<file path="config.mk">
export PLATFORM = sky130hd
export DESIGN_NAME = enc_round_scheduler_flat
export DESIGN_NICKNAME = d
export VERILOG_FILES = /design/src/rtl/enc_pkg.sv /design/src/rtl/enc_round_scheduler_if.sv /design/src/rtl/enc_round.sv /design/src/rtl/enc_round_scheduler.sv /design/src/flat_wrapper.sv
export SDC_FILE = /design/constraint.sdc
export NUM_CORES = 1
export LEC_CHECK = 0
export BUFFER_PORTS_ARGS = -buffer_cell sky130_fd_sc_hd__buf_2
export CAP_MARGIN = 10
export CORE_ASPECT_RATIO = 1.5
export CORE_UTILIZATION = 53
export CTS_BUF_LIST = sky130_fd_sc_hd__clkbuf_8
export CTS_CLUSTER_DIAMETER = 200
export DETAILED_ROUTE_END_ITERATION = 10
export PLACE_DENSITY = 0.82
export SYNTH_ARGS = -nofsm -noshare
export SYNTH_HDL_FRONTEND = slang
export SYNTH_SLANG_ARGS = --single-unit
export TNS_END_PERCENT = 50
</file>
<file path="constraint.sdc">
create_clock -name clk_i -period 1.74 [get_ports clk_i]
set_input_delay 0.087 -clock clk_i [delete_from_list [all_inputs] [get_ports clk_i]]
set_output_delay 0.087 -clock clk_i [all_outputs]
set_load 0.03 [all_outputs]
</file>
<file path="src/rtl/enc_pkg.sv">
// Shared types and helpers for the two-requester iterative round scheduler.
// Holds the 2-bit lane substitution table, the FSM state encoding and the default round count.
package enc_pkg;

  localparam int ROUNDS_DEFAULT = 3;

  // Lane substitution indexed by the 2-bit input lane value.
  localparam logic [1:0] SBOX2 [4] = '{2'b00, 2'b10, 2'b01, 2'b10};

  typedef enum logic [1:0] {
    IDLE,
    ROUND,
    DONE
  } fsm_e;

  function automatic logic [1:0] lane_sub(input logic [1:0] lane);
    return SBOX2[lane];
  endfunction

endpackage

</file>
<file path="src/rtl/enc_round_scheduler_if.sv">
// Requester and ciphertext channels of the round scheduler.
// The scheduler is the slave side; the sources and the consumer together form the master side.
interface enc_round_scheduler_if #(
  parameter int N = 8
);
  logic         req0_valid;
  logic         req0_ready;
  logic [N-1:0] req0_data;
  logic [N-1:0] req0_key;
  logic         req1_valid;
  logic         req1_ready;
  logic [N-1:0] req1_data;
  logic [N-1:0] req1_key;
  logic         out_valid;
  logic         out_ready;
  logic [N-1:0] out_data;
  logic         out_id;

  modport master (
    output req0_valid, req0_data, req0_key,
    output req1_valid, req1_data, req1_key,
    output out_ready,
    input  req0_ready, req1_ready, out_valid, out_data, out_id
  );

  modport slave (
    input  req0_valid, req0_data, req0_key,
    input  req1_valid, req1_data, req1_key,
    input  out_ready,
    output req0_ready, req1_ready, out_valid, out_data, out_id
  );
endinterface

</file>
<file path="src/rtl/enc_round.sv">
// One combinational encryption round: lane substitution, rotate left by one, then
// XOR with the key mixed with the zero-extended round index.
module enc_round
  import enc_pkg::*;
#(
  parameter int N = 8
) (
  input  logic [N-1:0] state_i,
  input  logic [N-1:0] key_i,
  input  logic [N-1:0] rnd_i,
  output logic [N-1:0] next_state_o
);

  logic [N-1:0] sub;
  logic [N-1:0] rot;

  always_comb begin
    sub = '0;
    for (int i = 0; i < N; i += 2) begin
      sub[i+:2] = lane_sub(state_i[i+:2]);
    end
  end

  assign rot          = {sub[N-2:0], sub[N-1]};
  assign next_state_o = rot ^ key_i ^ rnd_i;

endmodule

</file>
<file path="src/rtl/enc_round_scheduler.sv">
// Shares one iterative round engine between two requesters with round-robin arbitration;
// the finished block is presented on a registered valid/ready channel tagged with its owner.
module enc_round_scheduler
  import enc_pkg::*;
#(
  parameter int N      = 8,
  parameter int ROUNDS = ROUNDS_DEFAULT
) (
  input  logic                  clk_i,
  input  logic                  rst_i,
  enc_round_scheduler_if.slave  bus
);

  fsm_e         fsm_q,  fsm_d;
  logic [N-1:0] blk_q,  blk_d;
  logic [N-1:0] key_q,  key_d;
  logic [N-1:0] rnd_q,  rnd_d;
  logic         id_q,   id_d;
  logic         last_q, last_d;
  logic [N-1:0] round_out;
  logic         grant0, grant1;
  logic         rdy0,   rdy1;

  enc_round #(.N(N)) u_round (
    .state_i      (blk_q),
    .key_i        (key_q),
    .rnd_i        (rnd_q),
    .next_state_o (round_out)
  );

  // On contention the requester that did not win last time is served.
  assign grant0 = bus.req0_valid & (~bus.req1_valid | last_q);
  assign grant1 = bus.req1_valid & (~bus.req0_valid | ~last_q);

  // NOTE: every signal written here gets its hold value first, so no path leaves it
  // unassigned and no latch is inferred.
  always_comb begin
    fsm_d  = fsm_q;
    blk_d  = blk_q;
    key_d  = key_q;
    rnd_d  = rnd_q;
    id_d   = id_q;
    last_d = last_q;
    rdy0   = 1'b0;
    rdy1   = 1'b0;
    unique case (fsm_q)
      IDLE: begin
        rdy0 = grant0;
        rdy1 = grant1;
        if (grant0) begin
          blk_d  = bus.req0_data;
          key_d  = bus.req0_key;
          id_d   = 1'b0;
          last_d = 1'b0;
          rnd_d  = '0;
          fsm_d  = ROUND;
        end else if (grant1) begin
          blk_d  = bus.req1_data;
          key_d  = bus.req1_key;
          id_d   = 1'b1;
          last_d = 1'b1;
          rnd_d  = '0;
          fsm_d  = ROUND;
        end
      end
      ROUND: begin
        blk_d = round_out;
        rnd_d = rnd_q + N'(1);
        if (rnd_q == N'(ROUNDS - 1)) fsm_d = DONE;
      end
      DONE: begin
        if (bus.out_ready) fsm_d = IDLE;
      end
      default: fsm_d = IDLE;
    endcase
  end

  // NOTE: state registers use non-blocking assignments so every flop samples the
  // pre-edge values of its neighbours.
  always_ff @(posedge clk_i) begin
    if (rst_i) begin
      fsm_q  <= IDLE;
      blk_q  <= '0;
      key_q  <= '0;
      rnd_q  <= '0;
      id_q   <= 1'b0;
      last_q <= 1'b1;
    end else begin
      fsm_q  <= fsm_d;
      blk_q  <= blk_d;
      key_q  <= key_d;
      rnd_q  <= rnd_d;
      id_q   <= id_d;
      last_q <= last_d;
    end
  end

  assign bus.req0_ready = rdy0;
  assign bus.req1_ready = rdy1;
  assign bus.out_valid  = (fsm_q == DONE);
  assign bus.out_data   = blk_q;
  assign bus.out_id     = id_q;

endmodule

</file>
<file path="src/flat_wrapper.sv">
// flat-port wrapper written by rule: the top's interface ports become plain ports
module enc_round_scheduler_flat import enc_pkg::*;
#(
  parameter int N      = 8,
  parameter int ROUNDS = ROUNDS_DEFAULT
)
  (clk_i, rst_i, bus_req0_valid, bus_req0_data, bus_req0_key, bus_req1_valid, bus_req1_data, bus_req1_key, bus_out_ready, bus_req0_ready, bus_req1_ready, bus_out_valid, bus_out_data, bus_out_id);
  enc_round_scheduler_if #(.N(N)) bus_i ();
  input  logic clk_i;
  input  logic rst_i;
  input wire logic [$bits(bus_i.req0_valid)-1:0] bus_req0_valid;
  input wire logic [$bits(bus_i.req0_data)-1:0] bus_req0_data;
  input wire logic [$bits(bus_i.req0_key)-1:0] bus_req0_key;
  input wire logic [$bits(bus_i.req1_valid)-1:0] bus_req1_valid;
  input wire logic [$bits(bus_i.req1_data)-1:0] bus_req1_data;
  input wire logic [$bits(bus_i.req1_key)-1:0] bus_req1_key;
  input wire logic [$bits(bus_i.out_ready)-1:0] bus_out_ready;
  output wire logic [$bits(bus_i.req0_ready)-1:0] bus_req0_ready;
  output wire logic [$bits(bus_i.req1_ready)-1:0] bus_req1_ready;
  output wire logic [$bits(bus_i.out_valid)-1:0] bus_out_valid;
  output wire logic [$bits(bus_i.out_data)-1:0] bus_out_data;
  output wire logic [$bits(bus_i.out_id)-1:0] bus_out_id;
  assign bus_i.req0_valid = bus_req0_valid;
  assign bus_i.req0_data = bus_req0_data;
  assign bus_i.req0_key = bus_req0_key;
  assign bus_i.req1_valid = bus_req1_valid;
  assign bus_i.req1_data = bus_req1_data;
  assign bus_i.req1_key = bus_req1_key;
  assign bus_i.out_ready = bus_out_ready;
  assign bus_req0_ready = bus_i.req0_ready;
  assign bus_req1_ready = bus_i.req1_ready;
  assign bus_out_valid = bus_i.out_valid;
  assign bus_out_data = bus_i.out_data;
  assign bus_out_id = bus_i.out_id;
  enc_round_scheduler #(.N(N), .ROUNDS(ROUNDS)) u_core (.clk_i(clk_i), .rst_i(rst_i), .bus(bus_i));
endmodule
</file>
==> results of run 1 <==
==> stage by stage <==
| step | worst slack (ns) | hold WS, ns | total power [mW] | area, um^2 |
|---|---|---|---|---|
| floorplan | 0.3284 | 0.2514 | 1.062 | 1583 |
| global placement | 0.2568 | 0.3610 | 1.181 | 1846 |
| detailed placement | 0.1918 | 0.3638 | 1.189 | 1846 |
| CTS | 0.1727 | 0.06839 | 1.585 | 1901 |
| global route | 0.01015 | 0.07413 | 1.668 | 1901 |
| finish | 0.1502 | 0.06903 | 1.579 | 1901 |
==> cell usage after synthesis, drive strengths merged, types with 2 or more instances <==
master / count / area share (%)
inv: 2 / 0.47
nor3: 12 / 4.1
mux2i: 8 / 5.1
ha: 2 / 1.6
dfxtp: 28 / 35
nor2: 23 / 5.5
xnor2: 22 / 12
buf: 6 / 2.5
a21oi: 12 / 3.8
a311oi: 7 / 3.9
nand2b: 2 / 0.79
nand2: 8 / 1.9
o2111ai: 8 / 4.4
a211oi: 8 / 4.1
nor2b: 6 / 2.4
clkbuf: 8 / 1.9
nor4b: 2 / 1.1
nand3: 10 / 3.2
==> layout make-up <==
class | instances | area share [%]
flip-flops and latches | 28 | 29.49
repair buffers | 54 | 15.01
well taps | 37 | 2.436
clock buffers | 4 | 2.897
multi-input cells | 141 | 49.77
inverters | 2 | 0.3950
==> flip-flops by register name (all words and copies together), names as in the netlist <==
signal and flops:
u_core.bus.out_data 8, u_core.key_q 8, u_core.rnd_q 8, u_core.fsm_q 2, u_core.bus.out_id 1, u_core.last_q 1
==> worst reg2reg max path: stages, from the launching register on <==
cell      delay, ns
dfxtp_1        0.37
nor3_2         0.42
or2_1          0.36
a21oi_1        0.08
a311oi_1       0.28
==> kinds of logic (layout without fill, tap and decap cells) <==
kind of cell / after synthesis / count (layout) / share of synthesized area (%)
xor+xnor: 22 / 22 / 12.17
simple gates: 68 / 68 / 21.11
mux: 8 / 8 / 5.059
flops: 28 / 28 / 35.42
buf+inv: 16 / 60 / 4.822
compound gates: 41 / 41 / 19.84
fa+ha+maj: 2 / 2 / 1.581
==> layer usage <==
layer	vias up	share of wire, %	wire length [um]
met5	-	0	0
met4	0	1.9	67
met3	6	3.3	118
met2	34	50	1816
met1	681	44	1596
li1	761	-	-
==> how the worst min path moves through the flow <==
| stage | startpoint | to | slack (ns) |
|---|---|---|---|
| 2_1_floorplan | bus_req1_data[1] | u_core.bus.out_data[1]$_SDFFE_PP0P_ | 0.25 |
| 6_report | bus_out_ready | u_core.fsm_q[1]$_SDFFE_PP0P_ | 0.07 |
| 4_1_cts | bus_req1_data[5] | u_core.bus.out_data[5]$_SDFFE_PP0P_ | 0.07 |
| 5_1_grt | bus_req1_data[5] | u_core.bus.out_data[5]$_SDFFE_PP0P_ | 0.07 |
| 3_5_place_dp | bus_req1_data[5] | u_core.bus.out_data[5]$_SDFFE_PP0P_ | 0.36 |
| 3_3_place_gp | bus_req1_data[1] | u_core.bus.out_data[1]$_SDFFE_PP0P_ | 0.36 |
==> power by group <==
group | internal, mW | switching [mW] | total (mW)
registers | 0.693 | 0.0480 | 0.741
logic | 0.186 | 0.247 | 0.433
clock network | 0.203 | 0.203 | 0.405
total | 1.08 | 0.497 | 1.58
==> impl_metrics.ini, run 1 <==
[final_layout]
regArea_um2 = 560.5
final_util_pct = 68.80
diodes = 0
final_common_cell = buf_2
final_cells = 266
drive_gt1_share_pct = 27.07
final_cell_mix = buf_2 (48), dfxtp_1 (28), nor2_1 (23)
nets = 269
syn_to_final_growth_pct = 20.08
multi_input_area_um2 = 945.9
nFillCells = 256

[synth]
netlist_instances = 185
async_reset_ff_share_pct = 0
synth_edf_count = 0
syn_area_um2 = 1583
synth_cell_types = 34
synth.avg_cell_area_um2 = 8.556
seq_area_frac_synth_pct = 35.42
ys_ff_latch = 28
synthesis.nets = 224
synth_ff_type = dfxtp_1
yosysWarnings = 0

[sta]
slew-limit-headroom_pct = 64.76
setup_viol = 0
finalMaxSlewViolations = 0
grt_setup_unrepaired = false
tns_ns = 0
hold_violations = 0
tightest_slew_ns = 0.5286
skew_ns = 0.003243
fin_crit_sh_pct = 91.37
min_period_ns = 1.590
fmax_ghz = 0.6290

[cts]
clk_latency_ns = 0.27
postCtsSetupBuffers = 0
cts_buffers = 3
ctsHoldBuffers = 0
cts.htree.levels = 1
cts_buffer_depth = 2
path_clk_slew_ns = 0.09
cts-resized-gates = 0
cts_sinks = 28
cts_tree = yes
root_buffer = clkbuf_8

[global_routing]
grt.busiest_layer = met2
antenna_found_initial = 0
grt_max_degree = 29
grt_usage_pct = 23.89
grt_overflow_total = 0
grt_pass1_vias = 1226
gr-usage-met1_pct = 29.82
use_met2_pct = 40.80
grt_pass1_wl_um = 5547
grt_util_met3_pct = 2.604

[pwr]
leakagePower_nw = 0.7662
ir_drop_v = 0.0005619
power_density_nw_per_um2 = 831.0

[floorplanning]
io_pins = 49
die_h_um = 68.93
dieArea_um2 = 3214
initial_utilization_pct = 57.29
rows = 23
die_w_um = 46.62
core_um2 = 2763

[detailed_routing]
wl_per_cell_um = 13.53
dr_total_vias = 1482
route.detailed.drc = 0
firstDrtPassIters = 4
viasPerCell = 5.571
first_iter_violations = 33
ant_nets = 0
wl_um = 3599

[placed_design]
dp.cells = 262
port_buffers = 48
place_congestion = 0.8876
place_hpwl_um = 2680

[critical_path]
cp_num_cells = 4
path_cells = nor3_2 -> or2_1 -> a21oi_1 -> a311oi_1
crit_buf_inv = 0
rrSetupSlack_ns = 0.15
worst-path-max-fanout = 9
endpoint = u_core.bus.out_data[2]$_SDFFE_PP0P_
reg2reg_depth = 4
required_ns = 1.92
critPathLaunch = u_core.fsm_q[0]$_SDFFE_PP0P_
start_kind = register
r2r-start = u_core.fsm_q[0]$_SDFFE_PP0P_
worst-setup-path-type = reg2reg
cp_top_family = simple AND/OR/NAND/NOR gates
crit_arrival_ns = 1.77
endpoint_kind = register
r2r-end = u_core.bus.out_data[2]$_SDFFE_PP0P_
max_stage_delay_ns = 0.42
slowest_stage = nor3_2

[status]
status = complete, no violations

[run]
maxCapViolations = 0

[min_path]
whs_path_depth = 3
min_path_type = in2reg
(Power assumes the default switching activity.)
==> run 2, diff against run 1 <==
- SYNTH_HIERARCHICAL: not set -> 1
==> run 2 against run 1 <==
  * Non-clock buffer count is 1 higher
  * Cell count decreased by 2.6%
  * Maximum frequency is 3.5% lower
  * Flip-flop and latch count unchanged
  * Clock skew rose by 0.0010 ns
  * Area after synthesis decreased by 0.40%
  * Setup slack worse by 0.057 ns
  * Critical endpoint is now u_core/bus.out_data[2]$_SDFFE_PP0P_
  * Global-route usage grew 2.5 points
  * Largest cell class unchanged
  * Synthesized cell count fell by 7.0%
  * Cell area rose by 0.86%
==> impl_metrics.ini, run 2 <==
[floorplanning]
die_w_um = 46.53
core_um2 = 2734
dieArea_um2 = 3201
rows = 23
io_pins = 49
die_h_um = 68.80
initial_utilization_pct = 57.67

[sta]
setup_viol = 0
worst_hold_slack_ns = 0.07995
skew_ns = 0.004243
slew-limit-headroom_pct = 70.48
grt_setup_unrepaired = false
tns_ns = 0
tightest_slew_ns = 0.4429
setup_slack_ns = 0.09309
min_period_ns = 1.647
fmax_ghz = 0.6072
fin_crit_sh_pct = 94.65
hold_violations = 0
finalMaxSlewViolations = 0

[global_routing]
grt_max_degree = 21
antenna_found_initial = 0
grt_pass1_vias = 1417
grt_util_met3_pct = 2.344
grt_overflow_total = 0
grt_pass1_wl_um = 6058
grt.busiest_layer = met2
gr-usage-met1_pct = 29.10
grt_usage_pct = 26.37
use_met2_pct = 47.22

[cts]
path_clk_slew_ns = 0.09
cts_buffer_depth = 2
cts_buffers = 3
cts_tree = yes
cts_sinks = 28
root_buffer = clkbuf_8
postCtsSetupBuffers = 0
cts-resized-gates = 0
cts.htree.levels = 1
clk_latency_ns = 0.28
ctsHoldBuffers = 0

[detailed_routing]
route.detailed.drc = 0
first_iter_violations = 35
ant_nets = 0
wl_per_cell_um = 14.86
viasPerCell = 5.745
firstDrtPassIters = 4
wl_um = 3848
dr_total_vias = 1488

[synth]
syn_area_um2 = 1577
synth_area_leaders = dfxtp_1 (36%), xnor2_1 (11%), mux2i_1 (8.9%)
yosysWarnings = 6
async_reset_ff_share_pct = 0
netlist_instances = 172
synth_edf_count = 0
synthesis.nets = 211
synth.avg_cell_area_um2 = 9.166
synthTopCellsByCount = dfxtp_1 (28), nor2_1 (21), xnor2_1 (19)
synth_cell_types = 38
synth.most_common_cell = dfxtp_1
seq_area_frac_synth_pct = 35.56
post-synth-top-area-cell = dfxtp_1
synth_ff_type = dfxtp_1
synth_top_area_share_pct = 35.56
ys_ff_latch = 28

[pwr]
ir_drop_v = 0.0005140
power_density_nw_per_um2 = 835.1
p_sw_uw = 503.5
p_int_mw = 1.097
pwr-share-comb_pct = 27.5
clockPowerShare_pct = 25.5
switching_share_pct = 31.45
seq_power_share_pct = 47.0
leakagePower_nw = 0.8070

[placed_design]
port_buffers = 48
place_area_um2 = 1862
place_hpwl_um = 2873
dp_worst_setup_slack_ns = 0.1337
place_congestion = 0.8421

[final_layout]
final_common_cell = buf_2
syn_to_final_growth_pct = 21.59
final_cell_mix = buf_2 (48), dfxtp_1 (28), nor2_1 (21)
nets = 262
drive_gt1_share_pct = 31.08
diodes = 0
final_util_pct = 70.11
stdcell_area_um2 = 1917

[critical_path]
start_kind = register
required_ns = 1.95
worst-path-max-fanout = 12
worst-setup-path-type = reg2reg
critPathLaunch = u_core/fsm_q[0]$_SDFFE_PP0P_
endpoint_kind = register
crit_arrival_ns = 1.86
r2r-start = u_core/fsm_q[0]$_SDFFE_PP0P_

[min_path]
min_path_type = in2reg
min-delay-start = bus_req0_data[3]

[run]
maxCapViolations = 0

[status]
status = complete, no violations
run 2: cell type report:
| cell class | count | area [um^2] |
|---|---|---|
| Clock buffer | 4 | 55.05 |
| Fill cell | 219 | 817.0 |
| Inverter | 2 | 7.507 |
| Multi-Input combinational cell | 133 | 954.7 |
| Sequential cell | 28 | 560.5 |
| Tap cell | 37 | 46.29 |
| Timing Repair Buffer | 55 | 292.8 |
run 2: worst paths after layout:
path	to	slack, ns	cells past startpoint
max reg2reg	u_core/bus.out_data[2]$_SDFFE_PP0P_	0.09	4
min reg2reg	u_core/bus.out_data[5]$_SDFFE_PP0P_	0.53	2
min	u_core/bus.out_data[3]$_SDFFE_PP0P_	0.08	3
max	u_core/bus.out_data[2]$_SDFFE_PP0P_	0.09	4
run 2: cells by family (layout without fill, tap and decap cells):
| logic type | count (synthesis) | count (layout) | synth area share [%] |
|---|---|---|---|
| DFF | 28 | 28 | 35.56 |
| and+or+nand+nor | 59 | 59 | 20.00 |
| AOI/OAI and AO/OA | 37 | 37 | 18.10 |
| xor gates and xnor gates | 19 | 19 | 10.56 |
| adders and majority gates | 2 | 2 | 1.587 |
| buffers and inverters | 11 | 61 | 3.888 |
| muxes | 16 | 16 | 10.32 |
run 2: per-stage QoR:
stage | std cells | total power [mW]
6_report | 259 | 1.601
5_1_grt | 259 | 1.669
4_1_cts | 259 | 1.609
2_1_floorplan | 172 | 1.067
3_3_place_gp | 255 | 1.182
3_5_place_dp | 255 | 1.204
run 2: power groups by stage:
stage | Sequential, mW | Combinational (mW) | Clock, mW
global placement | 0.760 | 0.422 | 0
CTS | 0.751 | 0.441 | 0.418
detailed placement | 0.765 | 0.438 | 0
finish | 0.752 | 0.441 | 0.408
floorplan | 0.802 | 0.265 | 0
global route | 0.758 | 0.478 | 0.434
run 2: per-layer routing:
| layer | up-vias | part of all wire, % |
|---|---|---|
| li1 | 718 | - |
| met1 | 708 | 40 |
| met2 | 53 | 53 |
| met3 | 9 | 4.2 |
| met4 | 0 | 2.7 |
| met5 | - | 0 |
run 2: worst max-delay path, stage by stage (launching register included):
cell and delay, ns:
dfxtp_1 0.39, nor3_2 0.40, or2_1 0.44, a22oi_1 0.17, o22ai_1 0.17
